[src/rtl/inst_loader_pkg.sv]
// inst_loader_pkg: loader state encoding and instruction-store geometry shared by the loader.
package inst_loader_pkg;
  typedef enum logic [2:0] {IDLE, B0, B1, B2, WRITE, DONE} state_e;
  localparam int BYTES_PER_INST = 3;
  localparam int INST_CAP_DEF = 5;
  function automatic int cap_of(input int cap_w);
    return 1 << cap_w;
  endfunction
  localparam int CAP = cap_of(INST_CAP_DEF);
endpackage

[src/rtl/inst_loader_if.sv]
// inst_loader_if: byte stream in and instruction-memory write port out of the loader.
interface inst_loader_if #(parameter int INST_LEN = 17, parameter int INST_CAP = 5);
  logic [7:0]          s_data;
  logic                s_valid;
  logic                s_last;
  logic                s_ready;
  logic                im_w_en;
  logic [INST_CAP-1:0] im_w_addr;
  logic [INST_LEN-1:0] im_w_data;
  modport slave (input s_data, s_valid, s_last, output s_ready, im_w_en, im_w_addr, im_w_data);
  modport master (output s_data, s_valid, s_last, input s_ready, im_w_en, im_w_addr, im_w_data);
endinterface

[src/rtl/inst_loader.sv]
// inst_loader: assembles 3-byte little-endian instructions from a stream into instruction memory,
// holding the pipeline in reset until a load completes.
module inst_loader
  import inst_loader_pkg::*;
#(
  parameter int INST_LEN = 17,
  parameter int INST_CAP = INST_CAP_DEF
) (
  input  logic              clk,
  input  logic              rstn,
  input  logic              load_start_i,
  inst_loader_if.slave      bus,
  output logic              busy_o,
  output logic              done_o,
  output logic              err_o,
  output logic [INST_CAP:0] count_o,
  output logic              pipe_rstn_o
);
  state_e              state_q, state_d;
  logic [23:0]         asm_q, asm_d;
  logic                last_q, last_d;
  logic [INST_CAP:0]   count_q, count_d;
  logic                busy_q, busy_d, done_q, done_d, err_q, err_d, pipe_q, pipe_d;
  logic                wen_q, wen_d;
  logic [INST_CAP-1:0] waddr_q, waddr_d;
  logic [INST_LEN-1:0] wdata_q, wdata_d;
  logic                xfer, fin;
  assign bus.s_ready = (state_q == B0) || (state_q == B1) || (state_q == B2);
  assign xfer = bus.s_valid && bus.s_ready;
  always_comb begin
    state_d = state_q;
    asm_d = asm_q;
    last_d = last_q;
    count_d = count_q;
    busy_d = busy_q;
    done_d = done_q;
    err_d = err_q;
    pipe_d = pipe_q;
    wen_d = 1'b0;
    waddr_d = waddr_q;
    wdata_d = wdata_q;
    fin = 1'b0;
    case (state_q)
      IDLE, DONE: if (load_start_i) begin
        state_d = B0;
        busy_d = 1'b1;
        done_d = 1'b0;
        err_d = 1'b0;
        count_d = '0;
        pipe_d = 1'b0;
      end
      B0, B1: if (xfer) begin
        if (state_q == B0) asm_d[7:0] = bus.s_data;
        else asm_d[15:8] = bus.s_data;
        state_d = (state_q == B0) ? B1 : B2;
        err_d = err_q | bus.s_last;
        fin = bus.s_last;
      end
      B2: if (xfer) begin
        asm_d[23:16] = bus.s_data;
        // upper byte bits beyond INST_LEN are dropped but flagged
        err_d = err_q | (|(bus.s_data >> (INST_LEN - 16)));
        last_d = bus.s_last;
        wen_d = 1'b1;
        waddr_d = count_q[INST_CAP-1:0];
        wdata_d = asm_d[INST_LEN-1:0];
        state_d = WRITE;
      end
      WRITE: begin
        count_d = count_q + 1'b1;
        fin = last_q || (count_d == (INST_CAP+1)'(cap_of(INST_CAP)));
        err_d = err_q | (!last_q && fin);
        state_d = B0;
      end
      default: state_d = IDLE;
    endcase
    if (fin) begin
      state_d = DONE;
      busy_d = 1'b0;
      done_d = 1'b1;
      pipe_d = 1'b1;
    end
  end
  always_ff @(posedge clk or posedge rstn) begin
    if (rstn) begin
      state_q <= IDLE;
      asm_q <= '0;
      last_q <= 1'b0;
      count_q <= '0;
      busy_q <= 1'b0;
      done_q <= 1'b0;
      err_q <= 1'b0;
      pipe_q <= 1'b0;
      wen_q <= 1'b0;
      waddr_q <= '0;
      wdata_q <= '0;
    end else begin
      state_q <= state_d;
      asm_q <= asm_d;
      last_q <= last_d;
      count_q <= count_d;
      busy_q <= busy_d;
      done_q <= done_d;
      err_q <= err_d;
      pipe_q <= pipe_d;
      wen_q <= wen_d;
      waddr_q <= waddr_d;
      wdata_q <= wdata_d;
    end
  end
  assign bus.im_w_en = wen_q;
  assign bus.im_w_addr = waddr_q;
  assign bus.im_w_data = wdata_q;
  assign busy_o = busy_q;
  assign done_o = done_q;
  assign err_o = err_q;
  assign count_o = count_q;
  assign pipe_rstn_o = pipe_q;
endmodule

[src/flat_wrapper.sv]
// flat-port wrapper written by rule: the top's interface ports become plain ports
module inst_loader_flat import inst_loader_pkg::*;
#(
  parameter int INST_LEN = 17,
  parameter int INST_CAP = INST_CAP_DEF
)
  (clk, rstn, load_start_i, busy_o, done_o, err_o, count_o, pipe_rstn_o, bus_s_data, bus_s_valid, bus_s_last, bus_s_ready, bus_im_w_en, bus_im_w_addr, bus_im_w_data);
  inst_loader_if #(.INST_LEN(INST_LEN), .INST_CAP(INST_CAP)) bus_i ();
  input  logic clk;
  input  logic rstn;
  input  logic load_start_i;
  output logic busy_o;
  output logic done_o;
  output logic err_o;
  output logic [INST_CAP:0] count_o;
  output logic pipe_rstn_o;
  input wire logic [$bits(bus_i.s_data)-1:0] bus_s_data;
  input wire logic [$bits(bus_i.s_valid)-1:0] bus_s_valid;
  input wire logic [$bits(bus_i.s_last)-1:0] bus_s_last;
  output wire logic [$bits(bus_i.s_ready)-1:0] bus_s_ready;
  output wire logic [$bits(bus_i.im_w_en)-1:0] bus_im_w_en;
  output wire logic [$bits(bus_i.im_w_addr)-1:0] bus_im_w_addr;
  output wire logic [$bits(bus_i.im_w_data)-1:0] bus_im_w_data;
  assign bus_i.s_data = bus_s_data;
  assign bus_i.s_valid = bus_s_valid;
  assign bus_i.s_last = bus_s_last;
  assign bus_s_ready = bus_i.s_ready;
  assign bus_im_w_en = bus_i.im_w_en;
  assign bus_im_w_addr = bus_i.im_w_addr;
  assign bus_im_w_data = bus_i.im_w_data;
  inst_loader #(.INST_LEN(INST_LEN), .INST_CAP(INST_CAP)) u_core (.clk(clk), .rstn(rstn), .load_start_i(load_start_i), .bus(bus_i), .busy_o(busy_o), .done_o(done_o), .err_o(err_o), .count_o(count_o), .pipe_rstn_o(pipe_rstn_o));
endmodule
[config.mk]
export PLATFORM = sky130hd
export DESIGN_NAME = inst_loader_flat
export DESIGN_NICKNAME = d
export VERILOG_FILES = /design/src/rtl/inst_loader_pkg.sv /design/src/rtl/inst_loader_if.sv /design/src/rtl/inst_loader.sv /design/src/flat_wrapper.sv
export SDC_FILE = /design/constraint.sdc
export NUM_CORES = 1
export LEC_CHECK = 0
export CORE_MARGIN = 3
export CORE_UTILIZATION = 50
export CTS_CLUSTER_DIAMETER = 60
export DETAILED_ROUTE_END_ITERATION = 16
export HOLD_SLACK_MARGIN = 0.1
export PLACE_DENSITY = 0.78
export SLEW_MARGIN = 5
export SYNTH_ARGS = -nofsm -noshare
export SYNTH_HDL_FRONTEND = slang
export SYNTH_SLANG_ARGS = --single-unit
[constraint.sdc]
create_clock -name clk -period 4.2 [get_ports clk]
set_input_delay 0.63 -clock clk [delete_from_list [all_inputs] [get_ports clk]]
set_output_delay 0.63 -clock clk [all_outputs]
set_load 0.1 [all_outputs]
======== After elaboration in Yosys (flattened, before gate mapping) ========
Cells that the tools add are included.
word-level totals
  flip-flop bits (word level) ............. 52
  input port bits ......................... 13
  output and inout bits ................... 34
  logic and storage cells ................. 70
operators by class
  add/sub/neg operators ................... 1
  equal/unequal tests ..................... 12
  mux-type cells .......................... 21
  bitwise gates (word level) .............. 4
  reduce and logical (&&, ||, !) cells .... 21
operator list
  operator             count
  $mux 1               12
  $mux 3               4
  $pmux 3 s4           1
  $pmux 6 s2           1
  $reduce_and 3->1     3
  $reduce_or 7->1      1
  $add 6x1->6 const B  1
  $eq 3x2->1 const B   2
  $eq 3x3->1 const B   2
  $eq 6x6->1 const B   1
  $mux 6               1
  $ne 3x1->1 const B   2
  $reduce_and 2->1     3
  $reduce_bool 2->1    3
  $ne 2x1->1 const B   2
  $pmux 1 s4           1
  $reduce_and 4->1     1
  $reduce_bool 4->1    1
  $reduce_or 2->1      2
  $eq 3x1->1 const B   1
  $logic_not 3->1      1
  $logic_or 1x1->1     3
  $ne 3x2->1 const B   1
  $or 1x1->1           3
  5 further kinds      6

======== Longest topological paths before layout ========
  depth in word-level cells ............... 8
  mapped depth ............................ 6
  gate-level depth less buffers ........... 5

======== Least setup slack after synthesis ========
Ideal clock, no wire load.
  path kind ............................... register to output
  start point ............................. register u_core.state_q[1]
  end point ............................... output bus_s_ready
  data arrival time ....................... 1.991 ns
  data required time ...................... 3.570 ns
  path slack .............................. 1.579 ns
  stages on the path, launching flop included .. 4
  buffers on the path ..................... 1
  cell sequence ........................... dfrtp_1 -> clkbuf_1 -> nor2_1 -> nor2_1
on the way
  longest elaborated chain between the ends .. 3
  elaborated cells between the ends (all ways) .. 5
  classes of those cells .................. eq/ne (3); reduce/logical (2)
RTL lines
  element                                          RTL line            text
  start: declaration                               inst_loader.sv:19   state_e state_q, state_d;
  start signal: assignment                         inst_loader.sv:98   state_q <= state_d;
  $eq 3x1->1 / $eq 3x2->1 (equally long branches)  inst_loader.sv:28   assign bus.s_ready = (state_q == B0) || (state_q == B1) || (state_q == B2);
  $logic_or 1x1->1                                 inst_loader.sv:28
  $logic_or 1x1->1 (*)                             inst_loader.sv:28
  end: declaration                                 flat_wrapper.sv:20  output wire logic [$bits(bus_i.s_ready)-1:0] bus_s_ready;
Mark *: on every way between the ends. The rest lies on a longest branch, timed or not.

======== Worst setup path in the final report ========
Ends and elaborated chain as after synthesis.

==> results.cfg <==
[detailed_routing]
dr.first_iter.drc_count = 67
wl_met3_microns = 192
vias = 1543
route.detailed.drc = 0
dr.max_layer_used = met4
met2_length_microns = 2160
first_pass_iters = 4
wl_microns = 4400
wl_per_cell_microns = 16.4
met1_length_microns = 2010
via_per_inst = 5.76
drtAntennaViolNets = 0

[clock_network]
root_buffer = clkbuf_8
cts_tree = yes
post_cts_buffers = 0
cts_buffers = 5
cts_resized = 0
clk_latency_ns = 0.30
ctsHoldBuffers = 0
clk_pin_slew_ns = 0.09
cts_buffer_depth = 2
h-tree-depth = 2
clock_sinks = 52

[global_route]
overflow = 0
globalRouteTotalUtil = 0.175
grt_max_degree = 53
grt_first_pass_wirelength_microns = 7270
antenna_found_initial = 0
grt_pass1_vias = 1520

[timing]
final_hold_viol_count = 0
slew_viol_final = 0
post-route-min-period_ns = 3.03
setup_tns_ns = 0
tightest_slew_ns = 1.04
slew_headroom = 0.309
finalSetupViolCount = 0
rsz0062_at_grt = false
period_share = 0.722
max_freq_ghz = 0.330
skew_ns = 0.00746

[die]
die_h_microns = 73.7
initial_core_util = 0.545
num_io_pins = 47
core_area_sq_mm = 0.00420
num_rows = 23
die_x_microns = 73.7
die-area_sq_mm = 0.00543

[setup_path]
crit_required_ns = 3.57
start_kind = register
cp_slowest_cell = clkdlybuf4s50_1
cp.buffers_inverters = 1
critPathMaxStageDelay_ns = 1.14
critPathKind = reg -> out
cp_cell_sequence = nor2_1 > nor2_1 > clkdlybuf4s50_1
crit_path_start = u_core.state_q[1]$_DFFE_PP0P_
cpMostUsedCell = nor2_1
worstReg2RegStart = u_core.state_q[1]$_DFFE_PP0P_
reg2reg_slack_ns = 2.24
worst_ep_arrival_time_ns = 2.40
cp-end-kind = output port
cp_max_fo = 21
path_delay_family = buffers and inverters

[placed_design]
port_buffers = 46
place_hpwl_microns = 3150
place_area_sq_mm = 0.00275
dpl.cell_count = 260
gp_congestion = 0.819

[logic_synthesis]
avgSynthCellArea_sq_um = 13.2
yosysMostFrequentCell = dfrtp_1
synth_edf_count = 0
synth.area.top_cells = dfrtp_1 57%, mux2_2 19%, o21ai_0 1.7%
syn_inst = 174
synth-main-ff-cell = dfrtp_1
syn_area_sq_mm = 0.00229
ys_async_sr_fraction = 1.00
ys_ff_latch = 52
synth_top_area_share = 0.568
ys.warnings.count = 0
synth_largest_area_cell = dfrtp_1
postSynthNetCount = 188
ys_seq_area_frac = 0.568
yosys-top-cells-count = 52 x dfrtp_1, 39 x mux2_2, 8 x o21ai_0
synth.distinct_cells = 43

[finish]
final_nets = 231
fin_cells = 268
nFillCells = 299
fin_area_sq_mm = 0.00285
drive_gt1_frac = 0.252
area_growth_pct = 24.3
fin_util = 0.677
regArea_sq_mm = 0.00130
multi_input_area_sq_um = 905
num_antenna_cells = 0

[min_path]
hp-class = reg -> reg
worstHoldStart = u_core.bus.im_w_addr[3]$_DFFE_PP0P_

[run]
maxCapViolations = 0

[status]
outcome = finished, final reports clean
[final timing paths]
check / to / depth (start not counted)
max: bus_s_ready / 3
min: u_core.bus.im_w_addr[3]$_DFFE_PP0P_ / 1
min in group asynchronous: u_core.bus.im_w_data[9]$_DFFE_PP0P_ / 2
max reg2reg: u_core.bus.im_w_data[13]$_DFFE_PP0P_ / 2
max in group asynchronous: u_core.state_q[0]$_DFFE_PP0P_ / 2
min reg2reg: u_core.bus.im_w_addr[3]$_DFFE_PP0P_ / 1
[worst reg2reg max path, delay by kind of cell (launching register included)]
kind,cells,cell delay (ns)
flops,1,0.73
simple gates,1,0.64
mux,1,0.48
[stage by stage]
step	worst slack (ns)	hold WS [ns]
3_5_place_dp	1.51	0.492
5_1_grt	1.06	0.530
2_1_floorplan	1.58	0.477
6_report	1.17	0.510
3_3_place_gp	1.53	0.486
4_1_cts	1.18	0.513
[area by class of cell]
class | count | area share
Sequential cell | 52 | 0.457
Multi-Input combinational cell | 106 | 0.318
Timing Repair Buffer | 46 | 0.162
Clock buffer | 7 | 0.0303
Tap cell | 50 | 0.0220
Inverter | 6 | 0.00792
Clock inverter | 1 | 0.00264
[layout by cell type (no fill, tap or decap), types with 4 or more instances in the layout]
cell type,instances
nand2_1,4
a21oi_1,4
inv_1,5
clkdlybuf4s50_1,46
mux2_2,39
o21ai_0,8
dfrtp_1,52
nor2_1,5
clkbuf_8,6
[registers in the layout (all words and copies together), names as in the netlist]
| register | flops |
|---|---|
| u_core.bus.im_w_data | 17 |
| u_core.asm_q | 16 |
| u_core.count_o | 6 |
| u_core.bus.im_w_addr | 5 |
| u_core.state_q | 3 |
| u_core.bus.im_w_en | 1 |
| u_core.busy_o | 1 |
| u_core.err_o | 1 |
| u_core.last_q | 1 |
| u_core.pipe_rstn_o | 1 |
[cell families after synthesis]
group	Yosys count	share of synthesized area
flops	52	0.568
mux	39	0.192
compound gates	33	0.107
simple gates	31	0.0836
buf+inv	16	0.0366
xor+xnor	2	0.00765
fa+ha+maj	1	0.00546
[per-layer routing]
metal	vias up	GRT usage
met2	39	0.283
met3	4	0.0410
li1	720	-
met1	780	0.235
met4	0	0.0543
met5	-	0
Power is not shown: default switching activity piles up to over one toggle a cycle in this logic, so the estimate is an artifact.
